## src/rtl/axi_lite_mgr_queued.sv

```systemverilog
// rtl/axi_lite_mgr_queued.sv - queued AXI4-Lite manager with in-order registered responses
// Commands are buffered, issued one direction at a time, and results returned through a one-entry response register.
module axi_lite_mgr_queued #(
  parameter int ADDR_W    = 32,
  parameter int DATA_W    = 32,
  parameter int CMD_DEPTH = 4,
  parameter int MAX_OUT   = 4
) (
  input  logic                          aCLK,
  input  logic                          ARESETn,
  input  logic                          cmd_valid,
  output logic                          cmd_ready,
  input  logic                          cmd_write,
  input  logic [ADDR_W-1:0]             cmd_addr,
  input  logic [DATA_W-1:0]             cmd_data,
  input  logic [DATA_W/8-1:0]           cmd_strb,
  output logic                          rsp_valid,
  input  logic                          rsp_ready,
  output logic                          rsp_write,
  output logic [DATA_W-1:0]             rsp_data,
  output logic [1:0]                    rsp_resp,
  output logic                          AWVALID,
  input  logic                          AWREADY,
  output logic [ADDR_W-1:0]             AWADDR,
  output logic                          WVALID,
  input  logic                          WREADY,
  output logic [DATA_W-1:0]             WDATA,
  output logic [DATA_W/8-1:0]           WSTRB,
  input  logic                          BVALID,
  output logic                          BREADY,
  input  logic [1:0]                    BRESP,
  output logic                          ARVALID,
  input  logic                          ARREADY,
  output logic [ADDR_W-1:0]             ARADDR,
  input  logic                          RVALID,
  output logic                          RREADY,
  input  logic [DATA_W-1:0]             RDATA,
  input  logic [1:0]                    RRESP,
  output logic [$clog2(MAX_OUT+1)-1:0]  outstanding,
  output logic                          err_seen
);
  localparam int PTR_W  = $clog2(CMD_DEPTH);
  localparam int CNT_W  = $clog2(CMD_DEPTH+1);
  localparam int OUT_W  = $clog2(MAX_OUT+1);
  localparam int STRB_W = DATA_W/8;
  localparam logic [OUT_W-1:0] MAX_OUT_C = OUT_W'(MAX_OUT);
  localparam logic [CNT_W-1:0] DEPTH_C   = CNT_W'(CMD_DEPTH);

  typedef enum logic [1:0] {S_IDLE, S_WR, S_RD, S_DRAIN} state_t;

  logic              mem_write [CMD_DEPTH];
  logic [ADDR_W-1:0] mem_addr  [CMD_DEPTH];
  logic [DATA_W-1:0] mem_data  [CMD_DEPTH];
  logic [STRB_W-1:0] mem_strb  [CMD_DEPTH];

  state_t            state_q;
  logic              live_q, dir_q;
  logic [PTR_W-1:0]  wr_ptr_q, rd_ptr_q;
  logic [CNT_W-1:0]  cnt_q;
  logic [OUT_W-1:0]  out_q;
  logic              awvalid_q, wvalid_q, arvalid_q;
  logic [ADDR_W-1:0] awaddr_q, araddr_q;
  logic [DATA_W-1:0] wdata_q;
  logic [STRB_W-1:0] wstrb_q;
  logic              rsp_valid_q, rsp_write_q, err_q;
  logic [DATA_W-1:0] rsp_data_q;
  logic [1:0]        rsp_resp_q;

  logic push, pop, head_valid, aw_fin, w_fin, rsp_take, b_hs, r_hs, done;

  assign head_valid = (cnt_q != '0);
  assign cmd_ready  = live_q && (cnt_q != DEPTH_C);
  assign push       = cmd_valid && cmd_ready;
  assign aw_fin     = !awvalid_q || AWREADY;
  assign w_fin      = !wvalid_q || WREADY;
  assign pop        = ((state_q == S_WR) && aw_fin && w_fin) ||
                      ((state_q == S_RD) && arvalid_q && ARREADY);
  // A B/R arriving with nothing in flight is handshaken but dropped.
  assign rsp_take   = live_q && (!rsp_valid_q || rsp_ready);
  assign b_hs       = BVALID && rsp_take && (out_q != '0);
  assign r_hs       = RVALID && rsp_take && (out_q != '0);
  assign done       = b_hs || r_hs;

  assign BREADY = rsp_take;
  assign RREADY = rsp_take;
  assign AWVALID = awvalid_q;
  assign AWADDR  = awaddr_q;
  assign WVALID  = wvalid_q;
  assign WDATA   = wdata_q;
  assign WSTRB   = wstrb_q;
  assign ARVALID = arvalid_q;
  assign ARADDR  = araddr_q;
  assign rsp_valid   = rsp_valid_q;
  assign rsp_write   = rsp_write_q;
  assign rsp_data    = rsp_data_q;
  assign rsp_resp    = rsp_resp_q;
  assign outstanding = out_q;
  assign err_seen    = err_q;

  always_ff @(posedge aCLK) begin
    if (push) begin
      mem_write[wr_ptr_q] <= cmd_write;
      mem_addr[wr_ptr_q]  <= cmd_addr;
      mem_data[wr_ptr_q]  <= cmd_data;
      mem_strb[wr_ptr_q]  <= cmd_strb;
    end
  end

  always_ff @(posedge aCLK) begin
    if (!ARESETn) begin
      state_q     <= S_IDLE;
      live_q      <= 1'b0;
      dir_q       <= 1'b0;
      wr_ptr_q    <= '0;
      rd_ptr_q    <= '0;
      cnt_q       <= '0;
      out_q       <= '0;
      awvalid_q   <= 1'b0;
      wvalid_q    <= 1'b0;
      arvalid_q   <= 1'b0;
      awaddr_q    <= '0;
      araddr_q    <= '0;
      wdata_q     <= '0;
      wstrb_q     <= '0;
      rsp_valid_q <= 1'b0;
      rsp_write_q <= 1'b0;
      rsp_data_q  <= '0;
      rsp_resp_q  <= '0;
      err_q       <= 1'b0;
    end else begin
      live_q <= 1'b1;
      if (push) wr_ptr_q <= wr_ptr_q + 1'b1;
      if (pop)  rd_ptr_q <= rd_ptr_q + 1'b1;
      case ({push, pop})
        2'b10:   cnt_q <= cnt_q + 1'b1;
        2'b01:   cnt_q <= cnt_q - 1'b1;
        default: cnt_q <= cnt_q;
      endcase
      case ({pop, done})
        2'b10:   out_q <= out_q + 1'b1;
        2'b01:   out_q <= out_q - 1'b1;
        default: out_q <= out_q;
      endcase

      if (done) begin
        rsp_valid_q <= 1'b1;
        rsp_write_q <= b_hs;
        rsp_data_q  <= b_hs ? '0 : RDATA;
        rsp_resp_q  <= b_hs ? BRESP : RRESP;
        if ((b_hs ? BRESP : RRESP) != 2'b00) err_q <= 1'b1;
      end else if (rsp_ready) begin
        rsp_valid_q <= 1'b0;
      end

      case (state_q)
        S_IDLE: begin
          if (head_valid) begin
            if (out_q == '0 || mem_write[rd_ptr_q] == dir_q) begin
              if (out_q < MAX_OUT_C) begin
                dir_q <= mem_write[rd_ptr_q];
                if (mem_write[rd_ptr_q]) begin
                  awaddr_q  <= mem_addr[rd_ptr_q];
                  wdata_q   <= mem_data[rd_ptr_q];
                  wstrb_q   <= mem_strb[rd_ptr_q];
                  awvalid_q <= 1'b1;
                  wvalid_q  <= 1'b1;
                  state_q   <= S_WR;
                end else begin
                  araddr_q  <= mem_addr[rd_ptr_q];
                  arvalid_q <= 1'b1;
                  state_q   <= S_RD;
                end
              end
            end else begin
              state_q <= S_DRAIN;
            end
          end
        end
        S_WR: begin
          if (awvalid_q && AWREADY) awvalid_q <= 1'b0;
          if (wvalid_q && WREADY)   wvalid_q  <= 1'b0;
          if (aw_fin && w_fin)      state_q   <= S_IDLE;
        end
        S_RD: begin
          if (ARREADY) begin
            arvalid_q <= 1'b0;
            state_q   <= S_IDLE;
          end
        end
        default: begin
          // Direction only changes once the bus is empty of the old direction.
          if (out_q == '0) begin
            dir_q   <= ~dir_q;
            state_q <= S_IDLE;
          end
        end
      endcase
    end
  end
endmodule
```

## config.mk

```make
export PLATFORM = sky130hd
export DESIGN_NAME = axi_lite_mgr_queued
export DESIGN_NICKNAME = d
export VERILOG_FILES = /design/src/rtl/axi_lite_mgr_queued.sv
export SDC_FILE = /design/constraint.sdc
export NUM_CORES = 1
export LEC_CHECK = 0
export BUFFER_PORTS_ARGS = -buffer_cell sky130_fd_sc_hd__clkbuf_2
export CAP_MARGIN = 10
export CORE_MARGIN = 1
export CORE_UTILIZATION = 53
export DETAILED_ROUTE_END_ITERATION = 10
export PLACE_DENSITY = 0.88
export SKIP_CTS_REPAIR_TIMING = 1
export SYNTH_ARGS = -nofsm -noshare
export SYNTH_HDL_FRONTEND = slang
export SYNTH_SLANG_ARGS = --single-unit
```

## constraint.sdc

```tcl
create_clock -name aCLK -period 4.4 [get_ports aCLK]
set_clock_uncertainty 0.2 [all_clocks]
set_input_delay 0.22 -clock aCLK [delete_from_list [all_inputs] [get_ports aCLK]]
set_output_delay 0.22 -clock aCLK [all_outputs]
set_load 0.01 [all_outputs]
```

# After elaboration in Yosys (flattened, before gate mapping)
# Memories as Yosys holds them, arrays and structs flattened. A register that Yosys moved wholly into a read port is not among the register bits.
# Index checks and enable logic that the tools add are counted.
[totals]
register_bits = 118
ram_bits = 276
in_bits = 114
out_inout_bits = 146
wordCells = 135
memories = 4
[mem_list]
columns = ["name", "words", "width", "rd", "rd_clocked_by_memory_dff", "write_ports", "line", "source"]
rows = [
  ["mem_addr", 4, 32, 1, 1, 1, "52", "logic [ADDR_W-1:0] mem_addr [CMD_DEPTH];"],
  ["mem_data", 4, 32, 1, 1, 1, "53", "logic [DATA_W-1:0] mem_data [CMD_DEPTH];"],
  ["mem_strb", 4, 4, 1, 1, 1, "54", "logic [STRB_W-1:0] mem_strb [CMD_DEPTH];"],
  ["mem_write", 4, 1, 1, 1, 1, "51", "logic mem_write [CMD_DEPTH];"],
]
[op_classes]
addsub = 6
n_lt_le_gt_ge = 1
eq_ne = 18
mux = 40
bitwise = 3
n_reduce_logical = 46
[ops]
columns = ["cell", "count"]
rows = [
  ["$mux W32", 1],
  ["$mux W2", 12],
  ["$mux W1", 20],
  ["$reduce_and A5 Y1", 4],
  ["$reduce_and A6 Y1", 3],
  ["$logic_and A1 B1 Y1", 14],
  ["$reduce_bool A2 Y1", 7],
  ["$ne A2 B2 Y1 const B", 6],
  ["$pmux W3 S2", 2],
  ["$pmux W1 S2", 4],
  ["$add A3 B1 Y3 const B", 2],
  ["$eq A2 B1 Y1 const B", 3],
  ["$eq A2 B2 Y1 const B", 3],
  ["$logic_or A1 B1 Y1", 6],
  ["$ne A2 B1 Y1 const B", 3],
  ["$ne A3 B3 Y1 const B", 2],
  ["$pmux W2 S3", 1],
  ["$reduce_bool A3 Y1", 2],
  ["$sub A3 B1 Y3 const B", 2],
  ["$logic_not A1 Y1", 5],
  ["$add A2 B1 Y2 const B", 2],
  ["$reduce_bool A4 Y1", 1],
  ["$logic_not A3 Y1", 1],
  ["$lt A3 B3 Y1 const B", 1],
  ["other kinds (5)", 7],
]

# Depth between registers and ports, before layout
[logic_depth]
ltp_word = 8
ltp_mapped = 12
mapped_depth_nobuf = 11

# Worst setup path after synthesis
# No wires, ideal clock.
[synth_path]
path_type = "flip-flop to flip-flop"
start = "register cnt_q[0]"
end = "memory mem_addr[0][0], enable pin"
setup_time_ns = 0.435
arrival_ns = 2.334
t_required_ns = 3.765
path_slack_ns = 1.431
stages_incl_launch_ff = 3
n_path_buf = 0
period_less_slack_ns = 2.969
path_cell_list = "dfxtp_1 > o31a_1 > and3_1"
[synth_via]
elab_chain_len = 5
[synth_lines]
columns = ["item", "line", "source"]
rows = [
  ["from (decl)", "59", "logic [CNT_W-1:0] cnt_q;"],
  ["from (signal assigned)", "135", "2'b10: cnt_q <= cnt_q + 1'b1;"],
  ["from (signal assigned)", "136", "2'b01: cnt_q <= cnt_q - 1'b1;"],
  ["from (signal assigned)", "137", "default: cnt_q <= cnt_q;"],
  ["$ne A3 B3 Y1", "72", "assign cmd_ready = live_q && (cnt_q != DEPTH_C);"],
  ["$logic_and A1 B1 Y1", "72", ""],
  ["net cmd_ready", "12", "output logic cmd_ready,"],
  ["$logic_and A1 B1 Y1", "73", "assign push = cmd_valid && cmd_ready;"],
  ["$mux W1", "101", "if (push) begin"],
  ["$mux W1 (not written as such)", "103", "mem_addr[wr_ptr_q] <= cmd_addr;"],
  ["to (decl)", "52", ""],
]
# The timed path passes the listed nets, and every way through them passes these cells.

# Final worst setup path
[layout_path]
start = "register out_q[2] (netlist: outstanding[2])"
end = "register err_q (netlist: err_seen)"
[layout_via]
elab_chain_len = 5
word_cells_on_any_way = 7
classes_between = "mux: 1; reduce/logical: 6"
[layout_lines]
columns = ["item", "line", "source"]
rows = [
  ["from (decl)", "60", "logic [OUT_W-1:0] out_q;"],
  ["from (signal assigned)", "140", "2'b10: out_q <= out_q + 1'b1;"],
  ["from (signal assigned)", "141", "2'b01: out_q <= out_q - 1'b1;"],
  ["from (signal assigned)", "142", "default: out_q <= out_q;"],
  ["$reduce_bool A3 Y1 (*)", "80, 81", ""],
  ["$logic_and A1 B1 Y1", "80", "assign b_hs = BVALID && rsp_take && (out_q != '0);"],
  ["$mux W2", "150", "if ((b_hs ? BRESP : RRESP) != 2'b00) err_q <= 1'b1;"],
  ["$reduce_bool A2 Y1", "150", ""],
  ["$reduce_and A2 Y1 (no source line) (*)", "--", ""],
  ["to (signal assigned)", "129", "err_q <= 1'b0;"],
  ["to (signal assigned)", "150", ""],
  ["to (decl)", "65", "logic rsp_valid_q, rsp_write_q, err_q;"],
]
# Mark *: on every way between the ends. The rest lies on a longest branch, timed or not.
# A chain may end at the register's enable or synchronous reset.

==> flow_summary.json <==
{
  "cts.sinks": 432,
  "grt_max_degree": 74,
  "die_w_um": 175,
  "ioPinCount": 260,
  "synth_top_flop_cell": "edfxtp_1",
  "vdd_drop_max_uv": 368,
  "synthesis.instances": 1105,
  "fin_crit_sh_pct": 68.0,
  "gp_congestion": 0.790,
  "hold_violations": 1,
  "synth_top_cell_by_area": "edfxtp_1",
  "muxShareOfSynthArea_pct": 9.99,
  "period_minus_slack_ns": 2.99,
  "antenna_found_initial": 1,
  "synthSimpleGateAreaFrac_pct": 8.35,
  "critical_path_required_ns": 4.66,
  "status": "complete, but fails checks",
  "synthAdderAreaFrac_pct": 0.962,
  "fp.dieH_um": 175,
  "cts_tree": "yes",
  "grt_pass1_vias": 9779,
  "numPortBuffers": 259,
  "overflow": 0,
  "yosysMostFrequentCell": "edfxtp_1",
  "rsz0062_at_grt": "false",
  "drtPass1Iterations": 5,
  "fillers": 1859,
  "worst_pin_slew_ns": 1.18,
  "rows": 62,
  "holdWs_ns": -0.0322,
  "synth.top_cell.area_share_pct": 52.3,
  "setup-tns-final_ns": 0,
  "worstSkewPairLatency_ns": 0.52,
  "drv_cap": 0,
  "netlist_area_um2": 15900,
  "crit_path_max_fanout": 34,
  "cts_buffers": 43,
  "async_flop_share_pct": 0,
  "ctsHtreeMaxLevel": 2,
  "avgSynthCellArea_um2": 14.4,
  "drc": 0,
  "synth_common_cells": "edfxtp_1, nand2_1, dfxtp_1",
  "first_iter_violations": 853,
  "powerDensity_nw_per_um2": 546,
  "yosysWarnings": 0,
  "utilization_pct": 68.7,
  "synth_fp_nets": 1230,
  "setup_slack_ns": 1.41,
  "hp-class": "in2reg",
  "coreArea_um2": 29100,
  "grt_usage_pct": 22.5,
  "nets": 1588,
  "synth-compound-area-share_pct": 5.96,
  "setup.worst_path.end_class": "flop",
  "viasPerCell": 5.58,
  "setup_viol": 0,
  "vias": 10500,
  "clk_path_buf_depth": 3,
  "drive_above_1_share_pct": 27.9,
  "power.leakage_nw": 7.17,
  "clk_pin_slew_ns": 0.06,
  "synth_xor_xnor_area_share_pct": 0.387,
  "fmax_mhz": 334,
  "syn_to_final_growth_pct": 26.0,
  "start_util_pct": 54.5,
  "die-area_um2": 30600,
  "wl_per_cell_um": 20.2,
  "drt-total-wl_mm": 37.9,
  "cts-root-buf": "clkbuf_16",
  "relSlewSlack_pct": 21.4,
  "violations": "hold timing",
  "startpoint_type": "flop",
  "slew_viol_final": 0,
  "ys_seq_area_share_pct": 71.9,
  "synth-seq-cells": 432,
  "synth_top_family_by_area": "multiplexers",
  "crit_arrival_ns": 3.25,
  "synth_edf_count": 276,
  "synth_cell_types": 41,
  "grt_pass1_wl_mm": 52.8,
  "pre_cts_ws_ns": 1.56,
  "place_hpwl_mm": 21.2,
  "synth.area.top_cells": "edfxtp_1, dfxtp_1, mux4_2",
  "path_class": "reg2reg",
  "antenna_left": 0
}
## per-stage QoR
stage / hold slack, ns / instance area, µm² / power [mW] / std cells
floorplan: 0.0477 / 15900 / 6.54 / 1105
global placement: 0.224 / 17500 / 7.23 / 1689
detailed placement: 0.231 / 17500 / 7.33 / 1689
CTS: -0.322 / 18800 / 10.8 / 1768
global route: 0.00723 / 20000 / 11.4 / 1882
finish: -0.0322 / 20000 / 10.9 / 1882
## worst max-delay path, cell delays in order, from the launching register on
cell and delay (ns):
dfxtp_1 0.50, or3_1 0.27, and4_1 1.01, nand3_1 0.15, a31oi_1 0.19, dlygate4sd3_1 0.59
## registers in the layout, summed over array words and instances, names as in the netlist, 16 cells and up, named ones only
name / cells
mem_data: 128
mem_addr: 128
rsp_data: 32
WDATA: 32
ARADDR: 32
mem_strb: 16
AWADDR: 32
## path summary, 6_finish.rpt
| check | from | end | slack (ns) | depth (start not counted) |
|---|---|---|---|---|
| max reg2reg | outstanding[2]$_SDFFE_PN0P_ | err_seen$_SDFFE_PN0P_ | 1.41 | 5 |
| max | outstanding[2]$_SDFFE_PN0P_ | err_seen$_SDFFE_PN0P_ | 1.41 | 5 |
| min reg2reg | ARADDR[0]$_SDFFE_PN0P_ | ARADDR[0]$_SDFFE_PN0P_ | 0.25 | 2 |
| min | RVALID | rsp_valid$_SDFFE_PN0P_ | -0.03 | 3 |
## cells by family after synthesis
kind of cell / count (synthesis)
and+or+nand+nor: 319
adders and majority gates: 11
xor gates and xnor gates: 7
DFF: 432
muxes: 72
AOI/OAI and AO/OA: 176
buffers and inverters: 88
## power breakdown
part	switching [mW]	total, mW	internal, mW
sequential	0.295	5.01	4.72
clock	1.48	3.54	2.06
combinational	1.41	2.36	0.953
## metal layers
layer | wire [µm] | global-route usage (%)
met1 | 14100 | 27.0
met2 | 20000 | 40.2
met3 | 2590 | 4.46
met4 | 1300 | 8.26
met5 | 0 | 0
## cells in the final DEF, fill, tap and decap left out, types with 4 or more instances in the layout
master,n
a21oi_1,112
dfxtp_1,152
and3_4,4
o21ai_0,39
inv_1,16
clkinv_2,8
dfxtp_2,4
clkbuf_8,9
buf_4,12
nand2_1,244
ha_1,9
clkbuf_1,10
nand2b_1,4
edfxtp_1,276
or3_1,5
clkbuf_16,44
xor2_1,5
dlygate4sd3_1,113
mux4_2,69
a31oi_1,5
clkbuf_2,258
clkinv_1,4
o21ai_1,5
nand3_1,36
nor2_1,13
## layout make-up
cell class                      count  area (µm²)  share of cell area, %
Antenna cell                        1        2.50                 0.0125
Clock buffer                       63        1260                   6.32
Clock inverter                     16         121                  0.607
Inverter                           17        65.1                  0.326
Multi-Input combinational cell    585        4120                   20.6
Sequential cell                   432       11400                   57.1
Tap cell                          384         480                   2.40
Timing Repair Buffer              384        2520                   12.6
No activity file was read; power rests on OpenSTA's default activity.
